--- src/rtl/mono_readout_if.sv ---
// Chip-side and FIFO-side signals of the MONOPIX readout sequencer.
// The controller uses the master modport; the chip/FIFO side uses the slave modport.
interface mono_readout_if;
    logic        TOKEN;
    logic        DATA;
    logic        FIFO_FULL;
    logic        FREEZE;
    logic        READ;
    logic        CLK_OUT_EN;
    logic        FIFO_WRITE;
    logic [31:0] FIFO_DATA;

    modport master (
        input  TOKEN, DATA, FIFO_FULL,
        output FREEZE, READ, CLK_OUT_EN, FIFO_WRITE, FIFO_DATA
    );

    modport slave (
        output TOKEN, DATA, FIFO_FULL,
        input  FREEZE, READ, CLK_OUT_EN, FIFO_WRITE, FIFO_DATA
    );
endinterface

--- src/rtl/mono_readout_ctrl.sv ---
// MONOPIX readout sequencer: freezes the matrix on TOKEN, pulses READ, shifts one
// serial hit word per pulse and pushes it to the readout FIFO.
module mono_readout_ctrl #(
    parameter int unsigned DATA_BITS  = 26,
    parameter logic [3:0]  IDENTIFIER = 4'b0001
) (
    input  logic                 CLK,
    input  logic                 RST,
    input  logic                 CONF_EN,
    input  logic [7:0]           CONF_FREEZE_SETUP,
    input  logic [7:0]           CONF_READ_WIDTH,
    input  logic [7:0]           CONF_READ_DELAY,
    input  logic [7:0]           CONF_FREEZE_HOLD,
    mono_readout_if.master       bus,
    output logic                 BUSY,
    output logic [7:0]           LOST_CNT
);
    localparam int unsigned CNT_W     = 8;
    localparam int unsigned HDR_W     = 4;
    localparam int unsigned PAYLOAD_W = 32 - HDR_W;
    localparam logic [CNT_W-1:0] SHIFT_LOAD = CNT_W'(DATA_BITS - 1);

    generate
        if (DATA_BITS < 1 || DATA_BITS > 28) begin : g_bad_data_bits
            $error("mono_readout_ctrl: DATA_BITS must be in 1..28");
        end
    endgenerate

    typedef enum logic [2:0] {
        IDLE, SETUP, READ_P, WAIT, SHIFT, PUSH, NEXT, HOLD
    } state_t;

    state_t               state, state_nxt;
    logic [CNT_W-1:0]     cnt, cnt_nxt;
    logic                 tok_meta, tok_s;
    logic [DATA_BITS-1:0] shreg;
    logic                 freeze, read, clk_out_en, fifo_write, busy;
    logic [31:0]          fifo_data;
    logic [7:0]           lost_cnt;

    // Counter value for a state lasting max(1, cycles) cycles; the counter ends at zero.
    function automatic logic [CNT_W-1:0] span(input logic [CNT_W-1:0] cycles);
        return (cycles == '0) ? '0 : cycles - CNT_W'(1);
    endfunction

    always_ff @(posedge CLK) begin
        if (RST) begin
            state <= IDLE;
            cnt   <= '0;
        end else begin
            state <= state_nxt;
            cnt   <= cnt_nxt;
        end
    end

    // Zero READ delay and zero hold skip their states entirely.
    always_comb begin
        state_nxt = state;
        cnt_nxt   = (cnt == '0) ? '0 : cnt - CNT_W'(1);
        case (state)
            IDLE: begin
                if (CONF_EN && tok_s) begin
                    state_nxt = SETUP;
                    cnt_nxt   = span(CONF_FREEZE_SETUP);
                end
            end
            SETUP: begin
                if (cnt == '0) begin
                    state_nxt = READ_P;
                    cnt_nxt   = span(CONF_READ_WIDTH);
                end
            end
            READ_P: begin
                if (cnt == '0) begin
                    if (CONF_READ_DELAY == '0) begin
                        state_nxt = SHIFT;
                        cnt_nxt   = SHIFT_LOAD;
                    end else begin
                        state_nxt = WAIT;
                        cnt_nxt   = span(CONF_READ_DELAY);
                    end
                end
            end
            WAIT: begin
                if (cnt == '0) begin
                    state_nxt = SHIFT;
                    cnt_nxt   = SHIFT_LOAD;
                end
            end
            SHIFT: begin
                if (cnt == '0) state_nxt = PUSH;
            end
            PUSH: state_nxt = NEXT;
            NEXT: begin
                if (tok_s && CONF_EN) begin
                    state_nxt = READ_P;
                    cnt_nxt   = span(CONF_READ_WIDTH);
                end else if (CONF_FREEZE_HOLD == '0) begin
                    state_nxt = IDLE;
                end else begin
                    state_nxt = HOLD;
                    cnt_nxt   = span(CONF_FREEZE_HOLD);
                end
            end
            HOLD: begin
                if (cnt == '0) state_nxt = IDLE;
            end
            default: state_nxt = IDLE;
        endcase
    end

    // Token sync, shift register and registered chip/FIFO outputs.
    always_ff @(posedge CLK) begin
        if (RST) begin
            tok_meta   <= 1'b0;
            tok_s      <= 1'b0;
            shreg      <= '0;
            freeze     <= 1'b0;
            read       <= 1'b0;
            clk_out_en <= 1'b0;
            fifo_write <= 1'b0;
            fifo_data  <= '0;
            busy       <= 1'b0;
            lost_cnt   <= '0;
        end else begin
            tok_meta   <= bus.TOKEN;
            tok_s      <= tok_meta;
            freeze     <= (state != IDLE);
            read       <= (state == READ_P);
            clk_out_en <= (state == SHIFT);
            busy       <= (state_nxt != IDLE);
            fifo_write <= (state == PUSH) && !bus.FIFO_FULL;
            if (state == SHIFT) shreg <= DATA_BITS'({shreg, bus.DATA});
            if (state == PUSH) begin
                if (!bus.FIFO_FULL) fifo_data <= {IDENTIFIER, PAYLOAD_W'(shreg)};
                else if (lost_cnt != '1) lost_cnt <= lost_cnt + 8'd1;
            end
        end
    end

    assign bus.FREEZE     = freeze;
    assign bus.READ       = read;
    assign bus.CLK_OUT_EN = clk_out_en;
    assign bus.FIFO_WRITE = fifo_write;
    assign bus.FIFO_DATA  = fifo_data;
    assign BUSY           = busy;
    assign LOST_CNT       = lost_cnt;
endmodule

--- src/flat_wrapper.sv ---
// flat-port wrapper written by rule: the top's interface ports become plain ports
module mono_readout_ctrl_flat 
#(
    parameter int unsigned DATA_BITS  = 26,
    parameter logic [3:0]  IDENTIFIER = 4'b0001
)
  (CLK, RST, CONF_EN, CONF_FREEZE_SETUP, CONF_READ_WIDTH, CONF_READ_DELAY, CONF_FREEZE_HOLD, BUSY, LOST_CNT, bus_TOKEN, bus_DATA, bus_FIFO_FULL, bus_FREEZE, bus_READ, bus_CLK_OUT_EN, bus_FIFO_WRITE, bus_FIFO_DATA);
  mono_readout_if bus_i ();
  input  logic CLK;
  input  logic RST;
  input  logic CONF_EN;
  input  logic [7:0] CONF_FREEZE_SETUP;
  input  logic [7:0] CONF_READ_WIDTH;
  input  logic [7:0] CONF_READ_DELAY;
  input  logic [7:0] CONF_FREEZE_HOLD;
  output logic BUSY;
  output logic [7:0] LOST_CNT;
  input wire logic [$bits(bus_i.TOKEN)-1:0] bus_TOKEN;
  input wire logic [$bits(bus_i.DATA)-1:0] bus_DATA;
  input wire logic [$bits(bus_i.FIFO_FULL)-1:0] bus_FIFO_FULL;
  output wire logic [$bits(bus_i.FREEZE)-1:0] bus_FREEZE;
  output wire logic [$bits(bus_i.READ)-1:0] bus_READ;
  output wire logic [$bits(bus_i.CLK_OUT_EN)-1:0] bus_CLK_OUT_EN;
  output wire logic [$bits(bus_i.FIFO_WRITE)-1:0] bus_FIFO_WRITE;
  output wire logic [$bits(bus_i.FIFO_DATA)-1:0] bus_FIFO_DATA;
  assign bus_i.TOKEN = bus_TOKEN;
  assign bus_i.DATA = bus_DATA;
  assign bus_i.FIFO_FULL = bus_FIFO_FULL;
  assign bus_FREEZE = bus_i.FREEZE;
  assign bus_READ = bus_i.READ;
  assign bus_CLK_OUT_EN = bus_i.CLK_OUT_EN;
  assign bus_FIFO_WRITE = bus_i.FIFO_WRITE;
  assign bus_FIFO_DATA = bus_i.FIFO_DATA;
  mono_readout_ctrl #(.DATA_BITS(DATA_BITS), .IDENTIFIER(IDENTIFIER)) u_core (.CLK(CLK), .RST(RST), .CONF_EN(CONF_EN), .CONF_FREEZE_SETUP(CONF_FREEZE_SETUP), .CONF_READ_WIDTH(CONF_READ_WIDTH), .CONF_READ_DELAY(CONF_READ_DELAY), .CONF_FREEZE_HOLD(CONF_FREEZE_HOLD), .bus(bus_i), .BUSY(BUSY), .LOST_CNT(LOST_CNT));
endmodule
--- config.mk ---
export PLATFORM = sky130hd
export DESIGN_NAME = mono_readout_ctrl_flat
export DESIGN_NICKNAME = d
export VERILOG_FILES = /design/src/rtl/mono_readout_if.sv /design/src/rtl/mono_readout_ctrl.sv /design/src/flat_wrapper.sv
export SDC_FILE = /design/constraint.sdc
export NUM_CORES = 1
export LEC_CHECK = 0
export CAP_MARGIN = 10
export CORE_UTILIZATION = 56
export DETAILED_ROUTE_END_ITERATION = 10
export GPL_TIMING_DRIVEN = 0
export HOLD_SLACK_MARGIN = 0.15
export PLACE_DENSITY = 0.83
export SETUP_SLACK_MARGIN = 0.2
export SLEW_MARGIN = 5
export SYNTH_ARGS = -nofsm -noshare
export SYNTH_HDL_FRONTEND = slang
export SYNTH_SLANG_ARGS = --single-unit
export TNS_END_PERCENT = 20
--- constraint.sdc ---
create_clock -name CLK -period 4.7 [get_ports CLK]
set_input_delay 1.41 -clock CLK [delete_from_list [all_inputs] [get_ports CLK]]
set_output_delay 1.41 -clock CLK [all_outputs]
set_load 0.02 [all_outputs]
==> impl_results.md, run 1 <==
- Setup TNS: 0 ps
- CTS clk-pin slew, worst paths: 80 ps
- Number of vias per cell: 5.98
- # setup viols final: 0
- Dpl cell area: 5120 sq um
- ANT cells: 0
- Fill cell count: 581
- Synth async-reset ratio: 0%
- Cell type with the largest total area after synthesis: dfxtp_1
- Die width: 88.8 um
- Detailed Route WL: 12,800 um
- RSZ-0062 raised after global routing: false
- Routability cong.: 1.09
- Mapped Area: 4220 sq um
- Die area: 7880 sq um
- Ports: 83
- CP Max Fanout: 5
- P_leak: 0.00180 uW
- Hold_buf cts: 0
- Worst r2r src: u_core.cnt[0]$_SDFF_PP0_
- CTS Root Cell: clkbuf_8
- Synthesis-to-layout area growth: 26.4%
- Worst Max-Slew Pin Slew: 996 ps
- First-pass iteration count of the detailed router: 5
- Initial antenna violation count: 0
- Hold Fails Final Rpt: 0
- CP required: 4910 ps
- Initial DRC Count: 331
- GRT overflow: 0
- Synthesis warning total: 0
- Standard-cell rows: 31
- Via count: 4,533
- Post_cts resized: 0
- Setup Skew: 13.8 ps
- Post-synthesis simple-gate area fraction: 26.9%
- H-tree levels: 3
- Synth unique cells: 62
- CP startpoint: CONF_FREEZE_SETUP[0]
- Worst hold slack: 452 ps
- Fmax: 0.257 GHz
- Clock Latency Late Sink: 360 ps
- Compound-Gate Fraction of Synth Area: 23.2%
- Mean Syn Cell Area: 7.49 sq um
- Largest net degree at the start of global routing: 16
- Number of synthesized flops with an enable pin: 0
- Residual DRC: 0
- PortBufs: 76
- CTS tree: built
- Area contributors post-synth: dfxtp_1, nand2_1, a21oi_1
- Critical path endpoint category: flop
- DR WL/cell: 16.9 um
- Slew Limit Fails: 0
- Post-synthesis adder-cell area fraction: 2.37%
- Xor-xnor portion of the synthesized cell area: 3.32%
- First-pass GRT wire length: 19,800 um
- Mux contribution to synthesized area: 1.25%
- Pwr Density: 352 nW/um^2
- Min Tclk post-route: 3890 ps
- Top-area cell type share of the netlist area: 37.5%
- HP Class: reg -> reg
- Syn Inst Count: 563
- Status: finished clean
- Worst slew margin: 33.1%
- Post-synth top flop: dfxtp_1
- Register area share after synthesis: 37.5%
- CP startpoint kind: input pin
- Crit Path Class: in -> reg
- Core area: 7250 sq um
- Worst vdd ir: 0.000282 V
- Fin crit share: 82.7%
- Postcts setup bufs: 0
- Die Ht: 88.8 um
- Post-DP HPWL: 9600 um
- Vias in the first global route: 4,117
- Share of layout cells above drive strength 1: 5.16%
- Hold Startpoint: u_core.tok_meta$_SDFF_PP0_
- CTS Buf Count: 9
- # clock sinks: 79
- CTS Buffer Depth: 2
- GRT Total Usage: 33.3%
- Worst EP arrival: 4100 ps
- Final ANT Viol Nets: 0
- Largest family of logic cells by synthesized area: simple AND/OR/NAND/NOR gates
- Post-synthesis register bit count: 79
- Initial Util: 58.1%
- Util after Layout: 73.5%
- Max-cap violations: 0
- Power after layout: 1880 uW
- Layout Nets: 700
- Final instance area: 5330 sq um
## synth_stat cells (2+ instances only)
cell type	instances
o311ai_0	2
nor2b_1	5
or4bb_1	2
inv_1	21
or4b_2	3
nor4_1	4
nor3b_1	3
xnor2_1	11
o32a_1	2
a211oi_1	4
a31oi_1	11
clkbuf_1	25
a21o_1	3
or4_1	7
a311oi_1	2
a22oi_1	2
buf_4	5
mux2_2	2
buf_2	2
o221ai_1	2
dfxtp_1	79
o31ai_1	11
o41ai_1	2
o2111ai_1	2
nand3_1	11
or3b_2	2
nor2_1	37
a211o_1	2
nand4b_1	3
o211ai_1	5
nand2_1	127
xor2_1	5
nor4b_1	3
a21oi_1	69
nor3_1	18
or3_1	8
ha_1	8
o21ai_0	26
nand4_1	2
mux2i_1	3
## path summary, 6_finish.rpt
path | endpoint | slack (ps) | cells past startpoint
worst max-delay path | u_core.cnt[2]$_SDFF_PP0_ | 810 | 8
worst min-delay path | u_core.tok_s$_SDFF_PP0_ | 450 | 1
worst max register to register | u_core.cnt[7]$_SDFF_PP0_ | 1890 | 9
worst min register to register | u_core.tok_s$_SDFF_PP0_ | 450 | 1
## per-layer routing
layer	part of all wire, %	GRT usage [%]	routed length (um)
met1	44	44.9	5630
met2	47	52.4	5970
met3	8.7	9.05	1110
met4	0.77	9.09	99
met5	0	0	0
## logic make-up after synthesis
kind of cell,count (synthesis)
buffers and inverters,54
other,1
xor gates and xnor gates,16
and+or+nand+nor,242
muxes,5
adders and majority gates,8
AOI/OAI and AO/OA,158
DFF,79
## cells in the final DEF, fill, tap and decap left out, drive strengths merged, types with 5 or more instances in the layout
| cell | count |
|---|---|
| nand2 | 127 |
| dfxtp | 79 |
| clkdlybuf4s50 | 76 |
| a21oi | 69 |
| nor2 | 38 |
| clkbuf | 35 |
| o21ai | 27 |
| inv | 25 |
| nor3 | 18 |
| nand3 | 11 |
| a31oi | 11 |
| o31ai | 11 |
| xnor2 | 11 |
| or3 | 8 |
| ha | 8 |
| or4 | 8 |
| buf | 7 |
| xor2 | 5 |
| nor2b | 5 |
| o211ai | 5 |
| conb | 5 |
## final cells by class
| class | instances | area (sq um) | share of cell area [%] |
|---|---|---|---|
| clock inverter | 6 | 75.1 | 1.41 |
| clock buffer | 10 | 138 | 2.58 |
| sequential | 79 | 1580 | 29.7 |
| tap | 99 | 124 | 2.32 |
| timing repair buffer | 76 | 761 | 14.3 |
| buffer | 32 | 141 | 2.65 |
| inverter | 22 | 82.6 | 1.55 |
| multi-input combinational | 434 | 2430 | 45.5 |
## where the power goes
part           leakage [uW]  switching, uW  internal [uW]
Clock              0.000106            266            269
Combinational       0.00105            359            243
Sequential         0.000638           40.4            700
Total               0.00180            666           1210
## flip-flops by register name (all words and copies together), names as in the netlist
name	count
u_core.tok_s	1
u_core.bus.FIFO_WRITE	1
u_core.state	3
u_core.BUSY	1
u_core.bus.READ	1
u_core.cnt	8
u_core.bus.CLK_OUT_EN	1
u_core.bus.FIFO_DATA	27
u_core.tok_meta	1
u_core.LOST_CNT	8
u_core.shreg	26
u_core.bus.FREEZE	1
## per-stage QoR
stage          setup slack (ps)  cells
6_report                    812    758
2_1_floorplan              1550    567
3_3_place_gp                585    742
5_1_grt                     697    758
4_1_cts                     961    758
3_5_place_dp                585    742
## critical path, stage by stage
cell and delay, ps:
clkdlybuf4s50_1 500, inv_1 100, ha_1 190, or4b_2 660, o211ai_1 430, nor2_1 160, a221oi_1 500, a211oi_1 150
Power figures use the tool's default switching activity.
==> inputs of run 2 (changes only) <==
--- a/config.mk
+++ b/config.mk
@@ -6,11 +6,11 @@
 export NUM_CORES = 1
 export LEC_CHECK = 0
 export CAP_MARGIN = 10
-export CORE_UTILIZATION = 56
+export CORE_UTILIZATION = 52
 export DETAILED_ROUTE_END_ITERATION = 10
 export GPL_TIMING_DRIVEN = 0
 export HOLD_SLACK_MARGIN = 0.15
-export PLACE_DENSITY = 0.83
+export PLACE_DENSITY = 0.77
 export SETUP_SLACK_MARGIN = 0.2
 export SLEW_MARGIN = 5
 export SYNTH_ARGS = -nofsm -noshare
==> constraint.sdc (replaced) <==
create_clock -name CLK -period 3.9 [get_ports CLK]
set_input_delay 1.17 -clock CLK [delete_from_list [all_inputs] [get_ports CLK]]
set_output_delay 1.17 -clock CLK [all_outputs]
set_load 0.02 [all_outputs]
==> impl_results.md, run 2 (same netlist as run 1, synthesis figures left out) <==
- Dpl cell area: 5120 sq um
- # setup viols final: 0
- Most common cell after layout, fill and taps aside: nand2_1
- Busiest layer in global routing: met2
- Die Ht: 92.1 um
- CTS Buffer Depth: 2
- GRT overflow: 0
- Final instance area: 5320 sq um
- Crit Path Class: in -> reg
- GRT Total Usage: 30.8%
- Fin cells: 761
- Post_cts resized: 0
- P_leak: 0.00179 uW
- Fill cell count: 686
- First-pass iteration count of the detailed router: 5
- Max FFs per register: 27
- Status: finished clean
- CTS Root Cell: clkbuf_8
- Share of layout cells above drive strength 1: 5.16%
- CTS Buf Count: 9
- Hold_buf cts: 0
- Layout Nets: 700
- Fin crit share: 90.3%
- DR WL/cell: 16.6 um
- Largest net degree at the start of global routing: 16
- Pwr Density: 429 nW/um^2
- Routability cong.: 0.979
- GR Util met2: 49.2%
- PortBufs: 76
- Worst vdd ir: 0.000273 V
- Worst EP arrival: 3740 ps
- Setup slack, reg-to-reg: 970 ps
- Max-cap violations: 0
- Placed cell count: 745
- Vias in the first global route: 4,196
- Die width: 92.1 um
- Synthesis-to-layout area growth: 26.3%
- Worst Max-Slew Pin Slew: 1000 ps
- Via count: 4,524
- RSZ-0062 raised after global routing: false
- CP Max Fanout: 5
- HP Class: reg -> reg
- CTS tree: built
- Standard-cell rows: 32
- CP startpoint kind: input pin
- Initial Util: 54.3%
- Min Tclk post-route: 3520 ps
- Setup TNS: 0 ps
- Fmax: 0.284 GHz
- Most frequent cells in the layout: nand2_1, dfxtp_1, clkdlybuf4s50_1, a21oi_1, nor2_1
- Core area: 7770 sq um
- Hold Fails Final Rpt: 0
- Clock Latency Late Sink: 360 ps
- Residual DRC: 0
- CP required: 4120 ps
- Initial DRC Count: 408
- Critical path endpoint category: flop
- Detailed Route WL: 12,600 um
- Met3 Usage GRT: 6.80%
- Number of vias per cell: 5.94
- Post-DP HPWL: 9480 um
- Slew Limit Fails: 0
- Worst slew margin: 32.7%
- CP max stage delay: 560 ps
- Most used cell, CP: o311ai_0
- Die area: 8470 sq um
- Postcts setup bufs: 0
- # clock sinks: 79
- Ports: 83
- Worst path slowest cell: or4b_1
- Initial antenna violation count: 0
- Power after layout: 2280 uW
- Met1 usage: 40.3%
- H-tree levels: 3
- Worst path bufs/invs: 2
- Crit-path cells: clkdlybuf4s50_1 > inv_1 > ha_1 > or4b_1 > o21ai_0 > a21oi_1 > o311ai_0 > o311ai_0
- Final ANT Viol Nets: 0
- CTS clk-pin slew, worst paths: 90 ps
- ANT cells: 0
- Delay-heaviest family, CP: compound AO/OA/AOI/OAI gates
- Setup Skew: 9.46 ps
- First-pass GRT wire length: 20,600 um
run 2: where the power goes:
group          switching (uW)  total, uW  internal, uW  leakage, uW
clock                     333        637           305     0.000102
sequential               49.6        893           843     0.000638
combinational             459        752           293      0.00105
total                     841       2280          1440      0.00179
run 2: worst reg2reg max path: stages, from the launching register on:
cell and delay (ps):
dfxtp_1 390, inv_1 130, ha_1 240, or3b_2 450, clkbuf_1 220, nor2_2 360
buf_2 310, a21oi_1 80, o311ai_1 400, o221ai_1 200
run 2: through the flow:
step	utilization [%]	hold WS (ps)	worst slack [ps]
5_1_grt	68.5	462	254
6_report	68.5	457	380
2_1_floorplan	-	414	990
3_3_place_gp	65.9	417	93.1
3_5_place_dp	65.9	439	88.7
4_1_cts	68.5	457	467
run 2: per-layer routing:
layer  share of wire, %  up-vias
met5                  0        -
met4                2.4        0
met3                8.3       29
met2                 45      220
met1                 44     2092
li1                   -     2183
run 2: final cells by class:
| class | count | area, sq um | area share [%] |
|---|---|---|---|
| inverter | 22 | 82.6 | 1.55 |
| tap | 102 | 128 | 2.40 |
| timing repair buffer | 76 | 761 | 14.3 |
| clock inverter | 7 | 80.1 | 1.50 |
| clock buffer | 9 | 124 | 2.33 |
| multi-input combinational | 434 | 2430 | 45.6 |
| sequential | 79 | 1580 | 29.7 |
| buffer | 32 | 141 | 2.66 |
run 2: path summary, 6_finish.rpt:
path | startpoint | endpoint | cells after the start
worst min register to register | u_core.bus.FIFO_DATA[17]$_SDFFE_PP0P_ | u_core.bus.FIFO_DATA[17]$_SDFFE_PP0P_ | 2
worst max-delay path | CONF_FREEZE_HOLD[0] | u_core.cnt[3]$_SDFF_PP0_ | 8
worst min-delay path | u_core.bus.FIFO_DATA[17]$_SDFFE_PP0P_ | u_core.bus.FIFO_DATA[17]$_SDFFE_PP0P_ | 2
worst max register to register | u_core.cnt[0]$_SDFF_PP0_ | u_core.cnt[7]$_SDFF_PP0_ | 9
